## src/rtl/cpu_types_pkg.sv

```systemverilog
// ----------------------------------------------------------------------------
// cpu_types_pkg
// Shared CPU types: the machine word, the RAM handshake state reported by the
// memory, and the state encoding of the instruction/data RAM arbiter.
// ----------------------------------------------------------------------------
package cpu_types_pkg;

    typedef logic [31:0] word_t;

    // Status reported by the single-port RAM for the access currently strobed.
    typedef enum logic [1:0] {
        FREE   = 2'd0,
        BUSY   = 2'd1,
        ACCESS = 2'd2,
        ERROR  = 2'd3
    } ramstate_t;

    // Arbiter states: one transaction in flight, data side has priority.
    typedef enum logic [2:0] {
        ARB_IDLE = 3'd0,
        ARB_DREQ = 3'd1,
        ARB_IREQ = 3'd2,
        ARB_DHIT = 3'd3,
        ARB_IHIT = 3'd4,
        ARB_ERR  = 3'd5
    } arb_state_t;

    localparam int unsigned ARB_TIMEOUT_DEFAULT = 64;
    localparam int unsigned ARB_CNT_W_DEFAULT   = 7;

endpackage

```

## src/rtl/arb_timeout_counter.sv

```systemverilog
// ----------------------------------------------------------------------------
// arb_timeout_counter
// Counts cycles spent waiting on one RAM access and flags when the count has
// reached LIMIT-1, i.e. the access has been outstanding for LIMIT cycles.
// Ports:
//   clk      in  clock, rising edge
//   rst_n    in  asynchronous active-low reset
//   clear    in  force the count to zero (wins over enable)
//   enable   in  advance the count by one
//   expired  out count == LIMIT-1
// ----------------------------------------------------------------------------
module arb_timeout_counter #(
    parameter int unsigned CNT_W = 7,
    parameter int unsigned LIMIT = 64
) (
    input  logic clk,
    input  logic rst_n,
    input  logic clear,
    input  logic enable,
    output logic expired
);

    logic [CNT_W-1:0] count_q;
    logic [CNT_W-1:0] count_d;

    always_comb begin
        count_d = count_q;
        if (clear) begin
            count_d = '0;
        end else if (enable) begin
            count_d = count_q + CNT_W'(1);
        end
    end

    always_ff @(posedge clk or negedge rst_n) begin
        if (!rst_n) begin
            count_q <= '0;
        end else begin
            count_q <= count_d;
        end
    end

    assign expired = (count_q == CNT_W'(LIMIT - 1));

endmodule

```

## src/rtl/mem_arbiter.sv

```systemverilog
// ----------------------------------------------------------------------------
// mem_arbiter
// Serialises instruction-fetch and data requests onto a single RAM port and
// returns one-cycle ihit/dhit pulses. Data requests win on a tie; only one
// transaction is in flight. All outputs are registered.
// Ports:
//   CLK, nRST                 clock / asynchronous active-low reset
//   iREN, iaddr               instruction read request (level) and address
//   iload, ihit               fetched word and completion pulse
//   dREN, dWEN, daddr, dstore data read/write request (level), address, data
//   dload, dhit               read data and completion pulse
//   ramREN, ramWEN, ramaddr,  RAM strobes, address and write data
//   ramstore
//   ramload, ramstate         RAM read data and handshake status
//   mem_err                   sticky error (RAM ERROR or access timeout)
// ----------------------------------------------------------------------------
module mem_arbiter
    import cpu_types_pkg::*;
#(
    parameter int unsigned TIMEOUT_CYCLES = ARB_TIMEOUT_DEFAULT,
    parameter int unsigned CNT_W          = ARB_CNT_W_DEFAULT
) (
    input  logic        CLK,
    input  logic        nRST,
    input  logic        iREN,
    input  logic [31:0] iaddr,
    output logic [31:0] iload,
    output logic        ihit,
    input  logic        dREN,
    input  logic        dWEN,
    input  logic [31:0] daddr,
    input  logic [31:0] dstore,
    output logic [31:0] dload,
    output logic        dhit,
    output logic        ramREN,
    output logic        ramWEN,
    output logic [31:0] ramaddr,
    output logic [31:0] ramstore,
    input  logic [31:0] ramload,
    input  logic [1:0]  ramstate,
    output logic        mem_err
);

    arb_state_t state_q, state_d;
    word_t      addr_q, addr_d;
    word_t      store_q, store_d;
    logic       wr_q, wr_d;
    logic       abandon_q, abandon_d;
    word_t      iload_q, iload_d;
    word_t      dload_q, dload_d;
    logic       ihit_q, ihit_d;
    logic       dhit_q, dhit_d;
    logic       ram_ren_q, ram_ren_d;
    logic       ram_wen_q, ram_wen_d;
    word_t      ram_addr_q, ram_addr_d;
    word_t      ram_store_q, ram_store_d;
    logic       mem_err_q, mem_err_d;

    logic in_req;
    logic access;
    logic expired;

    assign in_req = (state_q == ARB_DREQ) || (state_q == ARB_IREQ);
    assign access = (ramstate == ACCESS);

    // Count only while waiting on the RAM; clear on completion so the next
    // access starts from zero.
    arb_timeout_counter #(
        .CNT_W (CNT_W),
        .LIMIT (TIMEOUT_CYCLES)
    ) u_timeout (
        .clk     (CLK),
        .rst_n   (nRST),
        .clear   (!in_req || access),
        .enable  (in_req),
        .expired (expired)
    );

    always_comb begin
        state_d   = state_q;
        addr_d    = addr_q;
        store_d   = store_q;
        wr_d      = wr_q;
        abandon_d = abandon_q;
        iload_d   = iload_q;
        dload_d   = dload_q;

        case (state_q)
            ARB_IDLE: begin
                if (dREN || dWEN) begin
                    // A request with both strobes set is treated as a write.
                    addr_d  = daddr;
                    store_d = dstore;
                    wr_d    = dWEN;
                    state_d = ARB_DREQ;
                end else if (iREN) begin
                    addr_d    = iaddr;
                    store_d   = '0;
                    wr_d      = 1'b0;
                    abandon_d = 1'b0;
                    state_d   = ARB_IREQ;
                end
            end
            ARB_DREQ, ARB_IREQ: begin
                // A fetch whose requester has gone away still finishes on the
                // RAM, but its hit pulse is withheld.
                if ((state_q == ARB_IREQ) && !iREN) begin
                    abandon_d = 1'b1;
                end
                if (ramstate == ERROR) begin
                    state_d = ARB_ERR;
                end else if (access) begin
                    if (state_q == ARB_IREQ) begin
                        iload_d = ramload;
                        state_d = ARB_IHIT;
                    end else begin
                        if (!wr_q) begin
                            dload_d = ramload;
                        end
                        state_d = ARB_DHIT;
                    end
                end else if (expired) begin
                    state_d = ARB_ERR;
                end
            end
            ARB_DHIT, ARB_IHIT: state_d = ARB_IDLE;
            ARB_ERR:            state_d = ARB_ERR;
            default:            state_d = ARB_IDLE;
        endcase

        // Outputs are decoded from the next state so they line up with it
        // once registered; the RAM only ever sees the latched request.
        ram_ren_d   = ((state_d == ARB_DREQ) && !wr_d) || (state_d == ARB_IREQ);
        ram_wen_d   = (state_d == ARB_DREQ) && wr_d;
        ram_addr_d  = ((state_d == ARB_DREQ) || (state_d == ARB_IREQ)) ? addr_d : '0;
        ram_store_d = ram_wen_d ? store_d : '0;
        dhit_d      = (state_d == ARB_DHIT);
        ihit_d      = (state_d == ARB_IHIT) && !abandon_d;
        mem_err_d   = (state_d == ARB_ERR);
    end

    always_ff @(posedge CLK or negedge nRST) begin
        if (!nRST) begin
            state_q     <= ARB_IDLE;
            addr_q      <= '0;
            store_q     <= '0;
            wr_q        <= 1'b0;
            abandon_q   <= 1'b0;
            iload_q     <= '0;
            dload_q     <= '0;
            ihit_q      <= 1'b0;
            dhit_q      <= 1'b0;
            ram_ren_q   <= 1'b0;
            ram_wen_q   <= 1'b0;
            ram_addr_q  <= '0;
            ram_store_q <= '0;
            mem_err_q   <= 1'b0;
        end else begin
            state_q     <= state_d;
            addr_q      <= addr_d;
            store_q     <= store_d;
            wr_q        <= wr_d;
            abandon_q   <= abandon_d;
            iload_q     <= iload_d;
            dload_q     <= dload_d;
            ihit_q      <= ihit_d;
            dhit_q      <= dhit_d;
            ram_ren_q   <= ram_ren_d;
            ram_wen_q   <= ram_wen_d;
            ram_addr_q  <= ram_addr_d;
            ram_store_q <= ram_store_d;
            mem_err_q   <= mem_err_d;
        end
    end

    assign iload    = iload_q;
    assign dload    = dload_q;
    assign ihit     = ihit_q;
    assign dhit     = dhit_q;
    assign ramREN   = ram_ren_q;
    assign ramWEN   = ram_wen_q;
    assign ramaddr  = ram_addr_q;
    assign ramstore = ram_store_q;
    assign mem_err  = mem_err_q;

endmodule

```

## config.mk

```make
export PLATFORM = sky130hd
export DESIGN_NAME = mem_arbiter
export DESIGN_NICKNAME = d
export VERILOG_FILES = /design/src/rtl/cpu_types_pkg.sv /design/src/rtl/arb_timeout_counter.sv /design/src/rtl/mem_arbiter.sv
export SDC_FILE = /design/constraint.sdc
export NUM_CORES = 1
export LEC_CHECK = 0
export ABC_CLOCK_PERIOD_IN_PS = 2300
export CAP_MARGIN = 5
export CORE_UTILIZATION = 35
export CTS_CLUSTER_DIAMETER = 150
export DETAILED_ROUTE_END_ITERATION = 7
export HOLD_SLACK_MARGIN = 0.03
export PLACE_DENSITY = 0.69
export SETUP_SLACK_MARGIN = 0.3
export SLEW_MARGIN = 10
export SYNTH_ARGS = -nofsm -noshare
export SYNTH_HDL_FRONTEND = slang
export SYNTH_SLANG_ARGS = --single-unit
```

## constraint.sdc

```tcl
create_clock -name CLK -period 2.3 [get_ports CLK]
set_input_delay 0.46 -clock CLK [delete_from_list [all_inputs] [get_ports CLK]]
set_output_delay 0.46 -clock CLK [all_outputs]
set_load 0.02 [all_outputs]
```

==> metrics.yaml <==
run_status:
  status: "completed"
synthesis:
  synth_top_area_share_pct: 66.83
  synth_seq_cells: 209
  synth_area_leader_cell: "dfrtp_1"
  ys_seq_area_share_pct: 66.83
  syn_area_um2: 7826
  ys_warn_count: 0
  synth_cells: 537
  avgSynthCellArea_um2: 14.57
  syn-num-nets: 673
  synth_cell_type_count: 43
  synthTopCellsByArea: "dfrtp_1, mux2_2, a222oi_1"
drt:
  routed_wl_um: 20110
  vias_per_cell: 4.786
  dr.pass1.iters: 7
  drt_iter0_markers: 285
  drtAntennaViolNets: 0
  num_vias: 5552
  drc: 0
  wl_per_cell_um: 17.33
worst_setup_path:
  required_ns: 2.74
  crit_fanout: 9
  r2r-end: "ramaddr[31]$_DFF_PN0_"
  crit-reg2reg-launch: "state_q[0]$_DFF_PN0_"
  r2r_cells: 9
  crit_path_start: "state_q[0]$_DFF_PN0_"
  reg2reg_slack_ns: 0.17
  path_delay_family: "compound AO/OA/AOI/OAI gates"
  crit_path_max_incr_delay_ns: 0.45
  cp_cell_sequence: "nand2b_1 > a2bb2oi_1 > nor2_1 > a2111oi_4 > buf_4 > mux2i_4 > buf_6 > buf_16 > nor2b_1"
  slowest_stage: "dfrtp_2"
  cp_data_arrival_time_ns: 2.57
  cp.depth: 9
  path_class: "flip-flop to flip-flop"
  cp-start-kind: "flip-flop"
  critPathCaptureType: "flip-flop"
  crit_buf_inv: 3
  cp-endpoint: "ramaddr[31]$_DFF_PN0_"
cts:
  clockBufferDepth: 3
  cts_tree: "yes"
  cts_root_buf: "clkbuf_16"
  htree_levels: 1
  clkLatencyLatePin_ns: 0.51
  numCtsBuffers: 24
  clk_pin_slew_worst_paths_ns: 0.06
  clock-sinks: 209
sta:
  drv_slew: 0
  finalSetupViolations: 0
  max_slew_margin_pct: 61.98
  fmax_mhz: 468.5
  hold_violations: 0
  rsz0062_at_grt: "yes"
  worst_clock_skew_ns: 0.009572
  worstMarginPinSlew_ns: 0.5703
  setup_tns_ns: 0
  fin_ws_ns: 0.1657
  whs_ns: 0.4792
  period_needed_ns: 2.134
  period_share_pct: 92.80
grt:
  grt_max_degree: 61
  grt-ovfl-total: 0
  grt_pass1_wl_um: 30220
  antenna_found_initial: 0
  grt_use_total_pct: 17.19
  grt_pass1_vias: 5588
power_and_ir_drop:
  power_density_nw_per_um2: 1492
  total_power_uw: 18720
  ir_drop_uv: 797.6
  leakage_uw: 0.005698
placed_design:
  gp_congestion: 0.7553
  dp_hpwl_um: 13340
  numPortBuffers: 267
  dp_slack_ns: -0.1858
die:
  ios: 268
  rows: 54
  die_w_um: 151.5
  die_h_um: 151.5
  floorplan.die_area_um2: 22960
  core_um2: 21890
  start_util_pct: 35.75
final_layout:
  nets: 998
  multi_input_area_um2: 2456
  diodes: 0
  fill_cells: 1766
  regArea_um2: 5233
  area_delta_synth_final_pct: 60.38
  layout-drive-gt1-share_pct: 26.82
hold_path:
  hold_class: "input pin to asynchronous set/reset pin"
run:
  maxCapViolations: 0
==> state kept, by name, summed over array words and instances, names as in the netlist, 3 cells and up <==
signal / flops
u_timeout.count_q: 7
state_q: 3
ramaddr: 32
ramstore: 32
addr_q: 32
store_q: 32
iload: 32
dload: 32
==> how the worst min path moves through the flow <==
stage / start / endpoint / slack (ns)
after floorplan: nRST / abandon_q$_DFF_PN0_ / 0.16
after global placement: nRST / store_q[10]$_DFF_PN0_ / 0.46
after detailed placement: nRST / store_q[9]$_DFF_PN0_ / 0.46
after CTS: nRST / store_q[10]$_DFF_PN0_ / 0.47
after global routing: addr_q[16]$_DFF_PN0_ / addr_q[16]$_DFF_PN0_ / 0.51
final: nRST / store_q[11]$_DFF_PN0_ / 0.48
==> final cells by class <==
cell class,instances,area share (%)
Clock buffer,33,5.542
Clock inverter,11,1.854
Inverter,37,1.146
Multi-Input combinational cell,255,19.57
Sequential cell,209,41.69
Tap cell,280,2.791
Timing Repair Buffer,335,27.41
==> kinds of logic after synthesis <==
kind of cell / synth area share (%)
multiplexers: 9.496
adder cells (fa/ha/maj): 0.1598
AO/OA/AOI/OAI: 9.816
XOR/XNOR: 0.4477
flip-flops: 66.83
AND/OR/NAND/NOR: 8.873
buffers and inverters: 4.381
==> stage by stage <==
stage	instances	utilization, %	area (um2)
final	1160	57.34	12550
after global routing	1160	57.34	12550
after CTS	1143	56.18	12300
after detailed placement	1085	50.48	11050
after global placement	1085	50.48	11050
after floorplan	537	-	7838
==> worst register-to-register path, stage by stage, from the launching register on <==
cell and delay [ns]:
dfrtp_2 0.45, nand2b_1 0.23, a2bb2oi_1 0.21, nor2_1 0.11
a2111oi_4 0.40, buf_4 0.18, mux2i_4 0.09, buf_6 0.15
buf_16 0.14, nor2b_1 0.11
==> power breakdown <==
group	internal [uW]	switching (uW)	total [uW]
clock	2890	1470	4360
combinational	4460	4180	8640
sequential	5140	582	5720
==> Yosys cell counts (all sizes together) <==
master     n
a21o       2
a222oi    32
nand3      3
a21oi      7
o21ai      3
a211oi     1
ha         1
a22o      33
and2b      3
nor3       2
and3b      1
or4        1
inv       37
a2111oi    1
xnor2      3
mux2i      1
a2bb2oi    1
xor2       1
and3       5
o21a       1
mux2      64
nand2      6
nor2b     33
nor2      41
dfrtp    209
clkbuf    11
nand2b     4
and2       2
a31oi      1
o31ai      1
o2bb2ai    1
buf       25
==> per-layer routing <==
metal  wire length (um)  share of wire, %  global-route usage [%]  vias up
met2               9381                47                   27.44      242
met3               2259                11                   6.707       30
li1                   -                 -                       -     2529
met1               8047                40                   21.55     2751
met4                417               2.1                   5.000        0
met5                  0                 0                       0        -
==> what timing repair did <==
action,in CTS,in global routing
pin swaps,6,14
hold buffers,1,0
gates cloned,4,1
setup endpoints to repair,64,124
setup buffers,9,16
resized for setup,29,28
endpoints found under the hold margin,51,0
==> cell usage in the layout (no fill, tap or decap), drive strengths merged <==
| cell type | instances |
|---|---|
| mux2 | 64 |
| o2bb2ai | 1 |
| nor3 | 2 |
| clkbuf | 35 |
| a2111oi | 1 |
| mux2i | 1 |
| and3 | 5 |
| xnor2 | 3 |
| nand2 | 6 |
| nand3 | 3 |
| and2b | 3 |
| clkinvlp | 1 |
| a21oi | 7 |
| a22o | 33 |
| o31ai | 1 |
| xor2 | 1 |
| nor2b | 33 |
| o21ai | 3 |
| bufinv | 7 |
| clkdlybuf4s50 | 265 |
| inv | 36 |
| dlymetal6s2s | 1 |
| a211oi | 1 |
| and2 | 2 |
| nor2 | 41 |
| or4 | 1 |
| and3b | 1 |
| a2bb2oi | 1 |
| o21a | 1 |
| a21o | 2 |
| clkinv | 4 |
| ha | 1 |
| a31oi | 1 |
| nand2b | 4 |
| dlygate4sd3 | 1 |
| dfrtp | 209 |
| buf | 66 |
| a222oi | 32 |
(Power assumes the default switching activity.)
